## src/rtl/spi_target.sv

```systemverilog
// SPI mode-3 target: synchronises the bus pins into clk, deserialises MOSI
// and serialises a one-deep TX holding register onto MISO.
module spi_target #(
  parameter int               WIDTH     = 8,
  parameter bit               MSB_FIRST = 1'b1,
  parameter logic [WIDTH-1:0] TX_IDLE   = {WIDTH{1'b1}}
) (
  input  logic             clk,
  input  logic             rst,
  input  logic             spi_clk,
  input  logic             spi_cs_n,
  input  logic             spi_mosi,
  output logic             spi_miso,
  output logic             spi_miso_oe,
  output logic [WIDTH-1:0] rx_data,
  output logic             rx_valid,
  input  logic [WIDTH-1:0] tx_data,
  input  logic             tx_valid,
  output logic             tx_ready,
  output logic             tx_underrun,
  output logic             frame_start,
  output logic             frame_end,
  output logic             frame_abort
);

  localparam int CW = $clog2(WIDTH + 1);

  typedef enum logic {
    IDLE,
    SHIFT
  } state_t;

  logic [2:0]       sck_q;
  logic [2:0]       cs_q;
  logic [1:0]       mosi_q;

  state_t           state_q, state_d;
  logic [CW-1:0]    cnt_q, cnt_d;
  logic             first_q, first_d;
  logic [WIDTH-1:0] rx_sh_q, rx_sh_d;
  logic [WIDTH-1:0] tx_sh_q, tx_sh_d;
  logic             miso_q, miso_d;
  logic             oe_q, oe_d;
  logic [WIDTH-1:0] rx_data_q, rx_data_d;
  logic             rx_valid_q, rx_valid_d;
  logic [WIDTH-1:0] hold_q, hold_d;
  logic             full_q, full_d;
  logic             under_q, under_d;
  logic             start_q, start_d;
  logic             end_q, end_d;
  logic             abort_q, abort_d;

  logic             sck_rise, sck_fall;
  logic             cs_rise, cs_fall;
  logic             mosi_s;
  logic             do_load;
  logic [WIDTH-1:0] load_word;
  logic [WIDTH-1:0] rx_next;
  logic [WIDTH-1:0] tx_next;

  function automatic logic first_bit(input logic [WIDTH-1:0] w);
    return MSB_FIRST ? w[WIDTH-1] : w[0];
  endfunction

  // CS sync resets low so a CS already low at release never looks like a fall
  always_ff @(posedge clk or posedge rst) begin
    if (rst) begin
      sck_q  <= 3'b111;
      cs_q   <= 3'b000;
      mosi_q <= 2'b00;
    end else begin
      sck_q  <= {sck_q[1:0], spi_clk};
      cs_q   <= {cs_q[1:0], spi_cs_n};
      mosi_q <= {mosi_q[0], spi_mosi};
    end
  end

  assign sck_rise = sck_q[1] & ~sck_q[2];
  assign sck_fall = ~sck_q[1] & sck_q[2];
  assign cs_rise  = cs_q[1] & ~cs_q[2];
  assign cs_fall  = ~cs_q[1] & cs_q[2];
  assign mosi_s   = mosi_q[1];

  assign load_word = full_q ? hold_q : TX_IDLE;
  assign rx_next   = MSB_FIRST ? {rx_sh_q[WIDTH-2:0], mosi_s}
                               : {mosi_s, rx_sh_q[WIDTH-1:1]};
  assign tx_next   = MSB_FIRST ? {tx_sh_q[WIDTH-2:0], 1'b1}
                               : {1'b1, tx_sh_q[WIDTH-1:1]};

  always_comb begin
    state_d    = state_q;
    cnt_d      = cnt_q;
    first_d    = first_q;
    rx_sh_d    = rx_sh_q;
    tx_sh_d    = tx_sh_q;
    miso_d     = miso_q;
    oe_d       = oe_q;
    rx_data_d  = rx_data_q;
    rx_valid_d = 1'b0;
    hold_d     = hold_q;
    full_d     = full_q;
    under_d    = 1'b0;
    start_d    = 1'b0;
    end_d      = 1'b0;
    abort_d    = 1'b0;
    do_load    = 1'b0;

    unique case (state_q)
      IDLE: begin
        if (cs_fall) begin
          start_d = 1'b1;
          cnt_d   = '0;
          first_d = 1'b1;
          do_load = 1'b1;
          state_d = SHIFT;
        end
      end
      SHIFT: begin
        if (cs_rise) begin
          end_d   = 1'b1;
          abort_d = (cnt_q != '0);
          cnt_d   = '0;
          miso_d  = 1'b1;
          oe_d    = 1'b0;
          state_d = IDLE;
        end else if (sck_rise) begin
          rx_sh_d = rx_next;
          if (cnt_q == CW'(WIDTH - 1)) begin
            cnt_d      = '0;
            rx_data_d  = rx_next;
            rx_valid_d = 1'b1;
          end else begin
            cnt_d = cnt_q + CW'(1);
          end
        end else if (sck_fall) begin
          first_d = 1'b0;
          if (cnt_q != '0) begin
            tx_sh_d = tx_next;
            miso_d  = first_bit(tx_next);
          end else if (!first_q) begin
            do_load = 1'b1;
          end
        end
      end
    endcase

    if (do_load) begin
      tx_sh_d = load_word;
      miso_d  = first_bit(load_word);
      oe_d    = 1'b1;
      under_d = ~full_q;
    end

    // accept only when empty, so it never collides with a load from hold
    if (tx_valid && !full_q) begin
      hold_d = tx_data;
      full_d = 1'b1;
    end else if (do_load && full_q) begin
      full_d = 1'b0;
    end
  end

  always_ff @(posedge clk or posedge rst) begin
    if (rst) begin
      state_q    <= IDLE;
      cnt_q      <= '0;
      first_q    <= 1'b0;
      rx_sh_q    <= '0;
      tx_sh_q    <= '0;
      miso_q     <= 1'b1;
      oe_q       <= 1'b0;
      rx_data_q  <= '0;
      rx_valid_q <= 1'b0;
      hold_q     <= '0;
      full_q     <= 1'b0;
      under_q    <= 1'b0;
      start_q    <= 1'b0;
      end_q      <= 1'b0;
      abort_q    <= 1'b0;
    end else begin
      state_q    <= state_d;
      cnt_q      <= cnt_d;
      first_q    <= first_d;
      rx_sh_q    <= rx_sh_d;
      tx_sh_q    <= tx_sh_d;
      miso_q     <= miso_d;
      oe_q       <= oe_d;
      rx_data_q  <= rx_data_d;
      rx_valid_q <= rx_valid_d;
      hold_q     <= hold_d;
      full_q     <= full_d;
      under_q    <= under_d;
      start_q    <= start_d;
      end_q      <= end_d;
      abort_q    <= abort_d;
    end
  end

  assign spi_miso    = miso_q;
  assign spi_miso_oe = oe_q;
  assign rx_data     = rx_data_q;
  assign rx_valid    = rx_valid_q;
  assign tx_ready    = ~full_q;
  assign tx_underrun = under_q;
  assign frame_start = start_q;
  assign frame_end   = end_q;
  assign frame_abort = abort_q;

endmodule
```

## config.mk

```make
export PLATFORM = sky130hd
export DESIGN_NAME = spi_target
export DESIGN_NICKNAME = d
export VERILOG_FILES = /design/src/rtl/spi_target.sv
export SDC_FILE = /design/constraint.sdc
export NUM_CORES = 1
export LEC_CHECK = 0
export ABC_AREA = 1
export CAP_MARGIN = 20
export CELL_PAD_IN_SITES_DETAIL_PLACEMENT = 1
export CELL_PAD_IN_SITES_GLOBAL_PLACEMENT = 1
export CORE_MARGIN = 1
export CORE_UTILIZATION = 25
export CTS_CLUSTER_SIZE = 20
export DETAILED_ROUTE_END_ITERATION = 16
export GPL_ROUTABILITY_DRIVEN = 0
export PLACE_DENSITY = 0.57
export SETUP_SLACK_MARGIN = 0.4
export SYNTH_ARGS = -nofsm -noshare
export SYNTH_HDL_FRONTEND = slang
export SYNTH_SLANG_ARGS = --single-unit
```

## constraint.sdc

```tcl
create_clock -name clk -period 3.15 [get_ports clk]
set_clock_uncertainty 0.1 [all_clocks]
set_input_delay 0.63 -clock clk [delete_from_list [all_inputs] [get_ports clk]]
set_output_delay 0.63 -clock clk [all_outputs]
set_load 0.05 [all_outputs]
```

==> results of run 1 <==
-- kinds of logic after synthesis --
| logic type | after synthesis | synth area share, % |
|---|---|---|
| fa+ha+maj | 2 | 1.11 |
| flops | 52 | 58.0 |
| buf+inv | 39 | 7.89 |
| mux | 4 | 2.00 |
| simple gates | 111 | 23.1 |
| compound gates | 30 | 7.84 |
-- per-layer routing --
layer / routed length (µm) / vias up / GRT usage [%] / share of wire [%]
li1: - / 792 / - / -
met1: 2250 / 759 / 14.1 / 52
met2: 1920 / 22 / 14.3 / 45
met3: 110 / 4 / 2.17 / 2.5
met4: 28 / 0 / 3.79 / 0.65
met5: 0 / - / 0 / 0
-- path summary, 6_finish.rpt --
| kind | from | endpoint | slack [ns] | cells after the start |
|---|---|---|---|---|
| max | full_q | tx_ready | 0.67 | 2 |
| min | mosi_q[0] | mosi_q[1] | 0.26 | 0 |
| max reg2reg | cs_q[2] | rx_data[7] | 1.27 | 9 |
| min reg2reg | mosi_q[0] | mosi_q[1] | 0.26 | 0 |
| max in group asynchronous | rst | spi_miso | 1.78 | 3 |
| min in group asynchronous | rst | mosi_q[0] | 0.56 | 2 |
-- stage by stage --
| step | util [%] | area, µm² | hold slack, ns | instances | worst slack (ns) |
|---|---|---|---|---|---|
| 6_report | 31.5 | 2750 | 0.263 | 379 | 0.670 |
| 5_1_grt | 31.5 | 2750 | 0.272 | 379 | 0.542 |
| 4_1_cts | 31.5 | 2750 | 0.264 | 379 | 0.643 |
| 3_5_place_dp | 30.4 | 2650 | 0.239 | 371 | 1.01 |
| 3_3_place_gp | 30.4 | 2650 | 0.233 | 371 | 1.03 |
| 2_1_floorplan | - | 2250 | 0.231 | 238 | 1.17 |
-- power groups by stage --
stage	clock (W)	combinational [W]	sequential [W]
final	0.000409	0.000503	0.000908
after global routing	0.000458	0.000573	0.000933
after CTS	0.000427	0.000514	0.000910
after detailed placement	0	0.000512	0.000924
after global placement	0	0.000505	0.000917
after floorplan	0	0.000332	0.000956
-- layout make-up --
cell class / count / area (µm²)
Fill cell: 1006 / 5980
Sequential cell: 52 / 1310
Clock buffer: 5 / 68.8
Timing Repair Buffer: 30 / 310
Inverter: 34 / 130
Clock inverter: 3 / 27.5
Tap cell: 108 / 135
Multi-Input combinational cell: 147 / 767
-- critical path, stage by stage, from the launching register on --
cell and delay (ns):
dfrtp_1 0.45, inv_1 0.16, clkdlybuf4s50_1 0.82
-- state kept, by name, indices dropped and copies added (netlist names), 2 cells and up --
name     count
mosi_q       2
hold_q       8
rx_data      8
tx_sh_q      7
cnt_q        4
sck_q        3
cs_q         3
rx_sh_q      7
-- cell usage in the layout, fill, tap and decap left out --
cell type and instances:
nand2_2 6, inv_4 1, nand3_2 1, ha_1 2
o21ai_0 15, dfstp_2 4, clkinvlp_4 1, inv_2 2
nor2_4 1, clkdlybuf4s50_1 29, nand3_1 11, clkbuf_8 5
nor2_1 11, dfrtp_1 48, o21ai_2 7, nand4_1 1
or2_1 1, clkinv_4 1, nand2_1 70, inv_8 1
a21oi_1 8, buf_12 1, nor2_8 1, or2_2 4
nand2_4 4, inv_1 31, mux2_2 4
==> impl_metrics.ini, run 1 <==
[critical_path]
cp-end-kind = output pin
start_kind = flip-flop
crit_fanout = 7
critPathRequiredTime_ns = 2.42
worst-setup-path-type = flip-flop to output pin
arrival_ns = 1.75

[timing]
slew_violations = 0
rsz0062_at_grt = false
maxSlewHeadroom_pct = 53.3
min_period_over_period_pct = 78.7
timing.final.crit_period_ns = 2.48
setup_violations = 0
fmax_mhz = 403
worst_slew_pin_slew_ns = 0.700
hold_violations = 0
setup-tns-final_ns = 0

[clocking]
cts.sinks = 52
cts_resized = 0
post_cts_buffers = 0
hold_buffers = 0
clk_pin_slew_ns = 0.11
root_buffer = clkbuf_8
cts_tree = done
htreeDepth = 2
clock_path_buffers = 2
cts_made_buffers = 5
clk_latency_ns = 0.31

[routing]
ant_nets = 0
vias = 1577
viasPerCell = 4.16
wire_per_inst_um = 11.4
drt-total-wl_mm = 4.32
drt_iter0_drc = 84
first_pass_iters = 4
drc_errors = 0

[status]
status = completed

[pwr]
p_sw_share_pct = 34.9
power_density_nw_per_um2 = 663
power.internal_w = 0.00118
p_leak_nw = 1.35
ir_drop_v = 0.000269
p_total_w = 0.00182
power_switching_w = 0.000635
seqPwrFrac_pct = 49.9
p_comb_share_pct = 27.6
p_clk_share_pct = 22.5

[floorplanning]
core.rowCount = 34
dieArea_um2 = 9390
core_um2 = 8720
die_w_um = 96.9
initial_core_util_pct = 25.8
io_pins = 30
dieHeight_um = 96.9

[yosys]
syn_nets = 254
synth_most_common_cell = nand2_1
synth_seq_area_share_pct = 58.0
yosysWarnings = 0
synth_flop_cell = dfrtp_1
synth.largest_area_cell = dfrtp_1
synth.distinct_cells = 26
async_flop_share_pct = 100
syn_area_um2 = 2250
synth_edf_count = 0
yosysTopAreaCellShare_pct = 53.4
syn_avg_cell_area_um2 = 9.46
netlist_top_cells_area = dfrtp_1, nand2_1, inv_1, dfstp_2, o21ai_0
synth-seq-cells = 52
synth_common_cells = nand2_1, dfrtp_1, inv_1, o21ai_0
synth_cells = 238

[finish]
area_growth_syn_to_layout_pct = 22.0
antenna_cells = 0
drive_above_1_share_pct = 16.2
finalNetCount = 286

[grt]
grt-ovfl-total = 0
grt_pass1_vias = 1598
grt_pass1_wl_mm = 7.51
grt_use_total_pct = 9.83
grt_max_degree = 31
grt_antenna_before_repair = 0

[flow_run]
cap_violations = 0

[placed_design]
hpwlAfterDp_mm = 3.10
io_buffers = 29

[hold_path]
hold_class = flip-flop to flip-flop
No activity file was read; power rests on OpenSTA's default activity.
==> run 2, diff against run 1 <==
==> constraint.sdc (replaced) <==
create_clock -name clk -period 2.47 [get_ports clk]
set_clock_uncertainty 0.1 [all_clocks]
set_input_delay 0.494 -clock clk [delete_from_list [all_inputs] [get_ports clk]]
set_output_delay 0.494 -clock clk [all_outputs]
set_load 0.05 [all_outputs]
==> impl_metrics.ini, run 2 (synthesized netlist as in run 1, its figures left out) <==
[status]
status = completed

[critical_path]
crit_chain = clkdlybuf4s50_1
cp-end-kind = output pin
critPathMaxStageDelay_ns = 0.79
start_kind = flip-flop
crit_fanout = 1
cpMaxStageDelayCell = clkdlybuf4s50_1
path_buf_inv = 1
reg2reg_depth = 6
arrival_ns = 1.43
worst-setup-path-type = flip-flop to output pin
crit_family = buffers and inverters
crit_cells = 1
critPathRequiredTime_ns = 1.88

[placed_design]
place_ws_ns = 0.477
place_inst = 371
placedInstanceArea_um2 = 2650
io_buffers = 29
hpwlAfterDp_mm = 3.09

[routing]
drt_iter0_drc = 63
first_pass_iters = 4
ant_nets = 0
drc_errors = 0
wire_per_inst_um = 11.3
viasPerCell = 4.16
vias = 1576
drt-total-wl_mm = 4.29

[pwr]
seqPwrFrac_pct = 48.1
p_leak_nw = 1.43
p_sw_share_pct = 33.7
power_switching_w = 0.000813
p_clk_share_pct = 26.1
power_density_nw_per_um2 = 876
power.internal_w = 0.00160
p_comb_share_pct = 25.9
ir_drop_v = 0.000359

[grt]
grt_pass1_wl_mm = 7.71
grt_max_degree = 35
grt_pass1_vias = 1644
grt_antenna_before_repair = 0
grt-ovfl-total = 0
grt_use_total_pct = 10.0

[clocking]
root_buffer = clkbuf_8
cts_made_buffers = 5
htreeDepth = 2
cts.sinks = 52
clock_path_buffers = 2
cts_tree = done
clk_latency_ns = 0.31
hold_buffers = 0
clk_pin_slew_ns = 0.11

[timing]
slew_violations = 0
hold_violations = 0
setup_violations = 0
worst_slack_ns = 0.444
timing.final.crit_period_ns = 2.03
maxSlewHeadroom_pct = 54.4
whs_ns = 0.260
fmax_mhz = 494
setup-tns-final_ns = 0
rsz0062_at_grt = false
min_period_over_period_pct = 82.0
worst_slew_pin_slew_ns = 0.684

[finish]
final_cell_mix = nand2_1, dfrtp_1, inv_1, clkdlybuf4s50_1, o21ai_0
area_growth_syn_to_layout_pct = 22.3
fillCellCount = 1000
finalNetCount = 286
antenna_cells = 0
design_area_um2 = 2750
layout.cells.non_filler = 379
layout_commonest_cell = nand2_1
drive_above_1_share_pct = 16.6

[flow_run]
cap_violations = 0

[floorplanning]
core_um2 = 8720
initial_core_util_pct = 25.8
core.rowCount = 34
io_pins = 30
dieHeight_um = 96.9
dieArea_um2 = 9390
die_w_um = 96.9

[hold_path]
hold_class = flip-flop to flip-flop
hold_depth = 0
run 2: layer usage:
metal	part of all wire [%]	wire [µm]	GRT usage, %	vias up
li1	-	-	-	791
met1	49	2110	13.5	759
met2	47	2020	16.0	22
met3	2.9	123	2.02	4
met4	0.68	29	3.44	0
met5	0	0	0	-
run 2: final cells by class:
cell class	instances	area (µm²)	area share, %
repair buffers	30	295	10.7
clock buffers	5	68.8	2.50
well taps	108	135	4.91
inverters	34	130	4.73
flip-flops and latches	52	1310	47.5
clock inverters	3	50.0	1.82
multi-input cells	147	767	27.9
run 2: per-stage QoR:
stage               total power, W  util [%]
CTS                        0.00246      31.6
global route               0.00259      31.6
floorplan                  0.00164         -
detailed placement         0.00183      30.4
global placement           0.00182      30.4
finish                     0.00241      31.6
run 2: path summary, 6_finish.rpt:
kind / startpoint / endpoint / slack [ns]
worst max-delay path: frame_end / frame_end / 0.44
worst min-delay path: mosi_q[0] / mosi_q[1] / 0.26
worst max register to register: sck_q[2] / rx_data[7] / 0.61
worst min register to register: mosi_q[0] / mosi_q[1] / 0.26
max in group asynchronous: rst / spi_miso / 1.28
min in group asynchronous: rst / rx_data[0] / 0.38
run 2: power by group through the flow:
stage                     logic [W]  clock network, W  registers [W]
after global routing       0.000719          0.000682        0.00119
after global placement     0.000645                 0        0.00117
after CTS                  0.000644          0.000655        0.00116
after detailed placement   0.000651                 0        0.00118
after floorplan            0.000423                 0        0.00122
final                      0.000625          0.000628        0.00116
run 2: timing repair:
action                     CTS  global route
cloned                       0             0
resized for setup           11             3
setup buffers                0             0
setup endpoints to repair   11             2
==> run 3, diff against run 2 <==
--- a/config.mk
+++ b/config.mk
@@ -14,7 +14,7 @@
 export CTS_CLUSTER_SIZE = 20
 export DETAILED_ROUTE_END_ITERATION = 16
 export GPL_ROUTABILITY_DRIVEN = 0
-export PLACE_DENSITY = 0.57
+export PLACE_DENSITY = 0.59
 export SETUP_SLACK_MARGIN = 0.4
 export SYNTH_ARGS = -nofsm -noshare
 export SYNTH_HDL_FRONTEND = slang
==> constraint.sdc (replaced) <==
create_clock -name clk -period 1.7 [get_ports clk]
set_clock_uncertainty 0.1 [all_clocks]
set_input_delay 0.34 -clock clk [delete_from_list [all_inputs] [get_ports clk]]
set_output_delay 0.34 -clock clk [all_outputs]
set_load 0.05 [all_outputs]
==> impl_metrics.ini, run 3 (synthesized netlist as in run 1, its figures left out) <==
[status]
status = completed

[pwr]
p_sw_share_pct = 34.1
p_leak_nw = 1.66
p_comb_share_pct = 33.5
power_switching_w = 0.00134
p_total_w = 0.00395
p_clk_share_pct = 22.7
seqPwrFrac_pct = 43.8
ir_drop_v = 0.000387
power_density_nw_per_um2 = 1140
power.internal_w = 0.00260

[clocking]
root_buffer = clkbuf_8
htreeDepth = 2
cts.sinks = 52
hold_buffers = 0
cts_tree = done
clk_latency_ns = 0.31
clock_path_buffers = 2
cts_made_buffers = 5
clk_pin_slew_ns = 0.10

[flow_run]
cap_violations = 0

[critical_path]
arrival_ns = 1.63
crit_fanout = 8
r2r_setup_slack_ns = 0.17
cp-end-kind = flip-flop
r2r_start = sck_q[1]
critPathRequiredTime_ns = 1.80
start_kind = flip-flop
reg2reg_depth = 7
r2r_end = rx_data[5]
cp-startpoint = sck_q[1]
worst-setup-path-type = flip-flop to flip-flop

[floorplanning]
dieHeight_um = 96.9
core.rowCount = 34
dieArea_um2 = 9390
core_um2 = 8720
die_w_um = 96.9
initial_core_util_pct = 25.8
io_pins = 30

[grt]
grt_pass1_wl_mm = 7.92
grt_pass1_vias = 1633
grt_max_degree = 23
grt_antenna_before_repair = 0
grt_use_total_pct = 10.5
grt-ovfl-total = 0

[timing]
hold_violations = 0
rsz0062_at_grt = true
slew_violations = 0
fmax_mhz = 654
worst_slew_pin_slew_ns = 0.332
maxSlewHeadroom_pct = 77.8
min_period_over_period_pct = 90.0
timing.final.crit_period_ns = 1.53
setup_violations = 0
whs_ns = 0.232
setup-tns-final_ns = 0

[routing]
drt-total-wl_mm = 5.01
vias = 1728
drc_errors = 0
viasPerCell = 4.18
wire_per_inst_um = 12.1
first_pass_iters = 3
drt_iter0_drc = 40
ant_nets = 0

[placed_design]
io_buffers = 29
hpwlAfterDp_mm = 3.17

[finish]
antenna_cells = 0
seq_area_um2 = 1310
area_growth_syn_to_layout_pct = 53.6
final_cell_mix = nand2_1, dfrtp_1, buf_4, inv_1, nand2_4
drive_above_1_share_pct = 44.9
finalNetCount = 320
multi_input_comb_area_um2 = 975
layout_commonest_cell = nand2_1
fillCellCount = 973

[hold_path]
hold_class = input port to async pin
run 3: cell types whose count changed in the layout (fill, tap and decap cells not counted), sizes merged:
cell | previous run | this run
clkinv | 0 | 1
buf | 1 | 49
clkdlybuf4s50 | 17 | 13
clkbuf | 6 | 7
dlygate4sd2 | 10 | 0
dlymetal6s2s | 1 | 0
clkinvlp | 0 | 3
inv | 36 | 32
run 3: through the flow:
stage / setup slack [ns] / area, µm² / cells / utilization [%]
2_1_floorplan: 0.152 / 2330 / 238 / -
3_3_place_gp: 0.183 / 2870 / 377 / 32.9
3_5_place_dp: 0.178 / 2870 / 377 / 32.9
4_1_cts: 0.174 / 3130 / 396 / 35.9
5_1_grt: 0.0976 / 3460 / 413 / 39.6
6_report: 0.170 / 3460 / 413 / 39.6
run 3: per-layer routing:
metal / GRT usage [%] / up-vias / share of wire, %
li1: - / 866 / -
met1: 14.7 / 834 / 46
met2: 15.8 / 22 / 49
met3: 2.31 / 6 / 2.7
met4: 4.13 / 0 / 1.7
met5: 0 / - / 0
run 3: power groups by stage:
stage | sequential [W] | clock (W) | combinational [W]
after floorplan | 0.00178 | 0 | 0.000694
after CTS | 0.00171 | 0.000925 | 0.00120
after global placement | 0.00174 | 0 | 0.00109
after detailed placement | 0.00174 | 0 | 0.00111
after global routing | 0.00176 | 0.000980 | 0.00148
final | 0.00173 | 0.000896 | 0.00132
run 3: worst max path at each step:
| stage | to | slack, ns | cells past startpoint |
|---|---|---|---|
| after floorplan | hold_q[0] | 0.15 | 4 |
| after global placement | hold_q[7] | 0.18 | 3 |
| after detailed placement | hold_q[7] | 0.18 | 3 |
| after CTS | rx_data[2] | 0.17 | 6 |
| after global routing | tx_sh_q[3] | 0.1 | 10 |
| final | rx_data[5] | 0.17 | 7 |
run 3: final cells by class:
type                    count  area share [%]
clock inverters             3            1.34
inverters                  34            4.49
repair buffers             64            22.1
flip-flops and latches     52            37.9
well taps                 108            3.91
clock buffers               5            1.99
multi-input cells         147            28.2
run 3: what timing repair did:
item,4_1_cts,5_1_grt
cloned,0,2
setup buffers,11,15
endpoints found under the setup margin,47,50
pin swaps,3,10
gates resized for setup,18,54
run 3: worst max-delay path, cell delays in order (launching register included):
cell	delay [ns]
dfstp_2	0.57
inv_4	0.06
nor2_8	0.09
nand2_4	0.06
or2_4	0.27
buf_12	0.16
nand2_2	0.06
o21ai_2	0.05
